**config.mk**
```make
export PLATFORM = sky130hd
export DESIGN_NAME = serial_sub_seq
export DESIGN_NICKNAME = d
export VERILOG_FILES = /design/src/rtl/serial_sub_pkg.sv /design/src/rtl/serial_sub_seq_bytesub.sv /design/src/rtl/serial_sub_seq.sv
export SDC_FILE = /design/constraint.sdc
export NUM_CORES = 1
export LEC_CHECK = 0
export BUFFER_PORTS_ARGS = -buffer_cell sky130_fd_sc_hd__buf_2
export CAP_MARGIN = 5
export CORE_ASPECT_RATIO = 1.1
export CORE_MARGIN = 2
export CORE_UTILIZATION = 56
export CTS_BUF_LIST = sky130_fd_sc_hd__clkbuf_2 sky130_fd_sc_hd__clkbuf_4 sky130_fd_sc_hd__clkbuf_8
export DETAILED_ROUTE_END_ITERATION = 8
export GPL_ROUTABILITY_DRIVEN = 0
export PLACE_DENSITY = 0.93
export SYNTH_ARGS = -nofsm -noshare
export SYNTH_HDL_FRONTEND = slang
export SYNTH_SLANG_ARGS = --single-unit
export TNS_END_PERCENT = 1
```
**constraint.sdc**
```tcl
create_clock -name clk -period 3.8 [get_ports clk]
set_clock_uncertainty 0.05 [all_clocks]
set_input_delay 0 -clock clk [delete_from_list [all_inputs] [get_ports clk]]
set_output_delay 0 -clock clk [all_outputs]
set_load 0.01 [all_outputs]
```
**src/rtl/serial_sub_pkg.sv**
```systemverilog
// Shared definitions for the byte-serial subtractor: FSM encoding and default width.
package serial_sub_pkg;

    localparam int NBYTES_DEF = 4;

    typedef enum logic [1:0] {
        IDLE = 2'd0,
        SUB  = 2'd1,
        DONE = 2'd2
    } state_t;

endpackage

```
**src/rtl/serial_sub_seq_bytesub.sv**
```systemverilog
// 8-bit subtractor with borrow in/out; the only arithmetic in the serial subtractor.
module byteSub (
    input  logic [7:0] A,
    input  logic [7:0] B,
    input  logic       Bin,
    output logic [7:0] D,
    output logic       Bout
);

    logic [8:0] res;

    // The 9th bit of the widened difference is the borrow out.
    assign res  = {1'b0, A} - {1'b0, B} - {8'd0, Bin};
    assign D    = res[7:0];
    assign Bout = res[8];

endmodule

```
**src/rtl/serial_sub_seq.sv**
```systemverilog
// Multi-byte subtractor that time-multiplexes one byteSub, LSB byte first.
module serial_sub_seq
    import serial_sub_pkg::*;
#(
    parameter int NBYTES = NBYTES_DEF,
    localparam int W     = 8 * NBYTES
) (
    input  logic         clk,
    input  logic         rst,
    input  logic         start,
    input  logic [W-1:0] a,
    input  logic [W-1:0] b,
    output logic         busy,
    output logic         done,
    output logic [W-1:0] diff,
    output logic         borrow,
    output logic         zero
);

    state_t state_q, state_d;

    logic [W-1:0]      a_q, a_d, b_q, b_d, diff_q, diff_d;
    logic [NBYTES-1:0] sel_q, sel_d;  // one-hot byte index, avoids an index adder
    logic              brw_q, brw_d;

    logic [7:0] byte_a, byte_b, byte_d;
    logic       byte_bout;
    logic       last;

    assign last = sel_q[NBYTES-1];

    always_comb begin
        byte_a = '0;
        byte_b = '0;
        for (int i = 0; i < NBYTES; i++) begin
            if (sel_q[i]) begin
                byte_a = byte_a | a_q[8*i +: 8];
                byte_b = byte_b | b_q[8*i +: 8];
            end
        end
    end

    byteSub u_bsub (
        .A    (byte_a),
        .B    (byte_b),
        .Bin  (brw_q),
        .D    (byte_d),
        .Bout (byte_bout)
    );

    // State register
    always_ff @(posedge clk) begin
        if (rst) state_q <= IDLE;
        else     state_q <= state_d;
    end

    // Next-state logic
    always_comb begin
        state_d = state_q;
        case (state_q)
            IDLE:    if (start) state_d = SUB;
            SUB:     if (last)  state_d = DONE;
            DONE:    state_d = IDLE;
            default: state_d = IDLE;
        endcase
    end

    // Output logic
    always_comb begin
        busy = 1'b0;
        done = 1'b0;
        case (state_q)
            SUB:     busy = 1'b1;
            DONE:    begin busy = 1'b1; done = 1'b1; end
            default: ;
        endcase
    end

    always_comb begin
        a_d    = a_q;
        b_d    = b_q;
        sel_d  = sel_q;
        brw_d  = brw_q;
        diff_d = diff_q;
        if (state_q == IDLE && start) begin
            a_d   = a;
            b_d   = b;
            sel_d = {{(NBYTES-1){1'b0}}, 1'b1};
            brw_d = 1'b0;
        end else if (state_q == SUB) begin
            for (int i = 0; i < NBYTES; i++) begin
                if (sel_q[i]) diff_d[8*i +: 8] = byte_d;
            end
            brw_d = byte_bout;
            sel_d = {sel_q[NBYTES-2:0], 1'b0};
        end
    end

    always_ff @(posedge clk) begin
        if (rst) begin
            a_q    <= '0;
            b_q    <= '0;
            sel_q  <= {{(NBYTES-1){1'b0}}, 1'b1};
            brw_q  <= 1'b0;
            diff_q <= '0;
        end else begin
            a_q    <= a_d;
            b_q    <= b_d;
            sel_q  <= sel_d;
            brw_q  <= brw_d;
            diff_q <= diff_d;
        end
    end

    assign diff   = diff_q;
    assign borrow = brw_q;
    assign zero   = (diff_q == '0);

endmodule

```
# Word level (Yosys, flattened, before mapping)

Cells that the tools add are included.
Widths: inputs -> output; s select.

Register bits after elaboration: 103
Latch bits: 0
RAM bits: 0
ROM bits: 0
Input bits: 67
Output and inout port bits: 36
Logic and storage cells: 45
Memories: 0

Add/subtract/negate cells: 2
Multipliers: 0
Div/mod/pow operators: 0
Magnitude comparators: 0
Equality and inequality tests: 4
Shifts and indexed selects: 0
Muxes and demuxes: 13
Bitwise logic cells: 7
Reduce and logical (&&, ||, !) cells: 10

Operators with widths:

| operator           | number |
|---|---|
| $mux 8             | 8 |
| $or 8x8->8         | 6 |
| $logic_not 32->1   | 1 |
| $reduce_and 3->1   | 4 |
| $sub 8x8->9        | 1 |
| $sub 9x1->9        | 1 |
| $mux 2             | 2 |
| $ne 2x2->1 const B | 2 |
| $pmux 2 s2         | 1 |
| $reduce_or 2->1    | 2 |
| $eq 2x1->1 const B | 1 |
| $eq 2x2->1 const B | 1 |
| $logic_not 2->1    | 1 |
| $mux 1             | 2 |
| $reduce_and 2->1   | 1 |
| $logic_and 1x1->1  | 1 |
| $not 1->1          | 1 |

# Longest topological paths before layout

Depth after elaboration: 9
Depth in mapped cells: 13
Gate-level depth less buffers: 10

# Modules after synthesis

Synthesis repeated with hierarchy kept, for this count alone.

Cells, all modules: 571
Area total of the unflattened synthesis: 4,820.9 µm²

By module, submodules not included:

| module         | times used | cells an instance | area each (µm²) | sequential area each (µm²) |
|---|---|---|---|---|
| serial_sub_seq | 1          | 495               | 4,266.6         | 2,062.0 |
| byteSub        | 1          | 76                | 554.3           | 0.0 |

# Worst setup path after synthesis

Ideal clock, no wire load.

Path type: reg-to-reg
From: reg sel_q[1]
To: reg diff_q[14] (netlist: diff[14])
Setup time: 0.120 ns
Arrival: 2.736 ns
Data required time: 3.630 ns
Slack: 0.894 ns
Cell stages (with the launch flop): 12
Buffers on the path: 2
Clock period less this slack: 2.906 ns
Cell sequence: dfxtp_1 buf_4 clkbuf_1 a22o_1 a221oi_1 fa_1 fa_1 a21boi_0 o21ai_1 a21oi_2 nor4b_1 a211o_1

Cells in the longest elaborated chain, start to end: 7
Elaborated cells on any way between the ends: 13
Classes of those cells: add/sub: 2; mux: 6; bitwise: 4; reduce/logical: 1

Ends and longest elaborated chain:

| item                          | line                                       | RTL |
|---|---|---|
| start, declared               | serial_sub_seq.sv:23                       | `logic [NBYTES-1:0] sel_q, sel_d;` |
| start signal, assigned        | serial_sub_seq.sv:103                      | `sel_q <= {{(NBYTES-1){1'b0}}, 1'b1};` |
| start signal, assigned        | serial_sub_seq.sv:109                      | `sel_q <= sel_d;` |
| $mux 8                        | serial_sub_seq.sv:36                       | `if (sel_q[i]) begin` |
| $or 8x8->8 (on tied branches) | serial_sub_seq.sv:37, serial_sub_seq.sv:38 |  |
| $mux 8                        | serial_sub_seq.sv:36                       |  |
| $or 8x8->8 (on tied branches) | serial_sub_seq.sv:37, serial_sub_seq.sv:38 |  |
| $mux 8                        | serial_sub_seq.sv:36                       |  |
| $sub 8x8->9                   | serial_sub_seq_bytesub.sv:13               | `assign res = {1'b0, A} - {1'b0, B} - {8'd0, Bin};` |
| $sub 9x1->9                   | serial_sub_seq_bytesub.sv:13               |  |
| end signal, assigned          | serial_sub_seq.sv:111                      | `diff_q <= diff_d;` |
| end, declared                 | serial_sub_seq.sv:22                       | `logic [W-1:0] a_q, a_d, b_q, b_d, diff_q, diff_d;` |

Several ways; a longest one is shown, not always the timed one.
A chain may end at the register's enable or synchronous reset.

# Final worst setup path

From: reg sel_q[0]
To: reg diff_q[22] (netlist: diff[22])

Cells in the longest elaborated chain, start to end: 9
Elaborated cells on any way between the ends: 16
Classes of those cells: add/sub: 2; mux: 8; bitwise: 6

Ends and longest elaborated chain:

| item                          | line |
|---|---|
| $mux 8                        | serial_sub_seq.sv:36 |
| $or 8x8->8 (on tied branches) | serial_sub_seq.sv:37, serial_sub_seq.sv:38 |
| $mux 8                        | serial_sub_seq.sv:36 |
| $or 8x8->8 (on tied branches) | serial_sub_seq.sv:37, serial_sub_seq.sv:38 |
| $mux 8                        | serial_sub_seq.sv:36 |
| $or 8x8->8 (on tied branches) | serial_sub_seq.sv:37, serial_sub_seq.sv:38 |
| $mux 8                        | serial_sub_seq.sv:36 |
| $sub 8x8->9 *                 | serial_sub_seq_bytesub.sv:13 |
| $sub 9x1->9 *                 | serial_sub_seq_bytesub.sv:13 |

Every way passes the cells marked *; elsewhere a longest branch is shown, timed or not.

==> qor.yml <==
grt:
  gr-total-overflow: 0
  grt_pass1_wl_mm: 22.7
  grt_max_degree: 114
  antenna_found_initial: 0
  grt_pass1_vias: 4732
  gr-usage-all-layers_pct: 30.8
final_layout:
  final_cell_mix: "nand2_1 (148), dfxtp_1 (103), buf_2 (101), a21oi_1 (81), dlygate4sd3_1 (65)"
  syn_to_final_growth_pct: 27.9
  regArea_um2: 2060
  multi_input_area_um2: 2360
  final_common_cell: "nand2_1"
  drive_gt1_share_pct: 17.6
  nets: 802
  antenna_cells: 0
  nFillCells: 551
synth:
  netlist-cell-type-count: 46
  synth_flop_cell: "dfxtp_1"
  synth_edf_count: 0
  synth_area_um2: 4670
  async_flop_share_pct: 0
  ys_ff_latch: 103
  yosys.area.top_type: "dfxtp_1"
  syn_area_per_cell_um2: 8.06
  synth_seq_area_share_pct: 44.2
  yosysWarnings: 0
  syn_inst: 579
  synth_area_leaders: "dfxtp_1 (44%), nand2_1 (12%), a21oi_1 (8.7%), ha_1 (4.3%), a22oi_1 (2.9%)"
  yosysTopAreaCellShare_pct: 44.2
  synthesis.nets: 664
critical_path:
  path_max_fanout: 20
  crit_slowest_cell: "dfxtp_1"
  worst-path-buf-inv: 0
  path_cells: "a22o_1 -> a221oi_1 -> fa_1 -> fa_1 -> a21boi_0 -> o21ai_1 -> a21oi_2 -> nor4b_1 -> a211o_1"
  cp.required_ns: 4.02
  endpoint_kind: "flip-flop"
  cp_common_cell: "fa_1"
  path_delay_family: "compound AO/OA/AOI/OAI gates"
  worstPathArrival_ns: 3.65
  r2r_slack_ns: 0.37
  crit_type: "flip-flop to flip-flop"
  cp_slowest_stage_delay_ns: 0.78
  cp-start-kind: "flip-flop"
clocking:
  clk_path_buf_depth: 2
  path_clk_slew_ns: 0.10
  clkLatencyLatePin_ns: 0.38
  cts_buffers: 9
  clkSinkCount: 103
  cts_tree: "done"
  h-tree-depth: 3
  ctsResizeCount: 0
  cts_root_buffer: "clkbuf_8"
power_and_ir_drop:
  pwr-share-seq_pct: 47.2
  p_clk_share_pct: 25.1
  leakagePower_nw: 2.57
  max-vdd-ir-drop_mv: 0.264
  comb_power_share_pct: 27.7
  power_density_nw_per_um2: 433
  switchingPower_w: 0.000892
  p_int_w: 0.00169
  swShare_pct: 34.6
sta:
  setup_viol: 0
  hold_violations: 0
  worst_pin_slew_ns: 1.14
  setup_tns_ns: 0
  min_period_ns: 3.43
  rsz0062_at_grt: "false"
  slew_violations: 0
  max_freq_ghz: 0.292
  relSlewSlack_pct: 24.1
  layout_setup_ws_ns: 0.371
  finalCritPeriodShare_pct: 90.2
run_status:
  status: "finished clean"
route:
  dr_total_vias: 4894
  first_pass_iters: 5
  remaining_drc_errors: 0
  routedWlPerCell_um: 16.9
  ant_nets: 0
  wl_mm: 14.0
  drtIter0Drc: 466
  viasPerCell: 5.90
floorplanning:
  io_pins: 103
  row_count: 34
  dieArea_um2: 9080
  die_y_um: 99.7
  core_area_um2: 8000
  start_util_pct: 58.3
  die_w_um: 91.0
placement:
  pre_cts_ws_ns: 0.547
  hpwl_mm: 8.03
  port_buffers: 102
flow_run:
  cap_violations: 0
worst_hold_path:
  hold_class: "primary input to flip-flop"
[power groups by stage]
stage	clock network (W)	registers [W]	logic (W)
finish	0.000648	0.00122	0.000715
global route	0.000693	0.00123	0.000782
CTS	0.000639	0.00121	0.000682
detailed placement	0	0.00124	0.000626
global placement	0	0.00124	0.000594
floorplan	0	0.00122	0.000470
[cell families (layout without fill, tap and decap cells)]
logic type / after synthesis / count (layout) / synth area share [%]
DFF: 103 / 103 / 44.2
buffers and inverters: 57 / 199 / 5.26
muxes: 4 / 4 / 0.858
adders and majority gates: 18 / 18 / 5.15
xor gates and xnor gates: 2 / 2 / 0.376
and+or+nand+nor: 245 / 245 / 23.9
AOI/OAI and AO/OA: 150 / 150 / 20.3
[layer usage]
layer | routed length, um | up-vias | track usage (%)
met3 | 1040 | 59 | 5.23
met1 | 5500 | 2265 | 36.8
met4 | 552 | 0 | 15.4
met5 | 0 | - | 0
li1 | - | 2299 | -
met2 | 6880 | 271 | 53.7
[layout make-up]
class,instances,area share [%]
Clock inverter,6,0.901
Clock buffer,9,2.08
Sequential cell,103,34.5
Tap cell,108,2.26
Multi-Input combinational cell,419,39.6
Inverter,16,1.01
Timing Repair Buffer,168,19.6
[synth_stat cells, drive strengths merged, types with 6 or more instances]
| cell type | count |
|---|---|
| a22o | 7 |
| a211oi | 8 |
| nor3b | 13 |
| clkbuf | 30 |
| nand3 | 16 |
| o21ai | 6 |
| buf | 11 |
| ha | 16 |
| nand2 | 149 |
| a221oi | 8 |
| nor2 | 24 |
| nor3 | 9 |
| inv | 16 |
| a21oi | 82 |
| a22oi | 18 |
| nor4 | 8 |
| dfxtp | 103 |
[worst register-to-register path: cells and delay by family (launching register included)]
kind / cells / cell delay [ns]
AOI/OAI and AO/OA: 6 / 1.44
adders and majority gates: 2 / 0.93
DFF: 1 / 0.78
and+or+nand+nor: 1 / 0.13
[worst paths after layout]
| check | cells after the start | to | startpoint |
|---|---|---|---|
| hold reg to reg | 2 | a_q[16] | a_q[16] |
| setup reg to reg | 9 | diff[22] | sel_q[0] |
| hold / removal | 2 | diff[4] | rst |
| setup / recovery | 9 | diff[22] | sel_q[0] |
[state kept, by name, indices dropped and copies added, names as in the netlist]
| name | flops |
|---|---|
| a_q | 32 |
| b_q | 32 |
| borrow | 1 |
| diff | 32 |
| sel_q | 4 |
| state_q | 2 |
[through the flow]
step / hold WS, ns / util, % / power (W) / instances / area [um^2]
CTS: 0.238 / 74.6 / 0.00253 / 829 / 5970
global route: 0.276 / 74.6 / 0.00270 / 829 / 5970
finish: 0.240 / 74.6 / 0.00258 / 829 / 5970
detailed placement: 0.198 / 64.3 / 0.00186 / 749 / 5140
global placement: 0.191 / 64.3 / 0.00183 / 749 / 5140
floorplan: 0.0860 / - / 0.00169 / 579 / 4670
[repair_timing]
item                       CTS  global route
hold buffers                65             0
buffers inserted             0             0
setup endpoints to repair    0             0
hold endpoints to repair    65             0
Note: power is estimated with default switching activity, not from simulation.
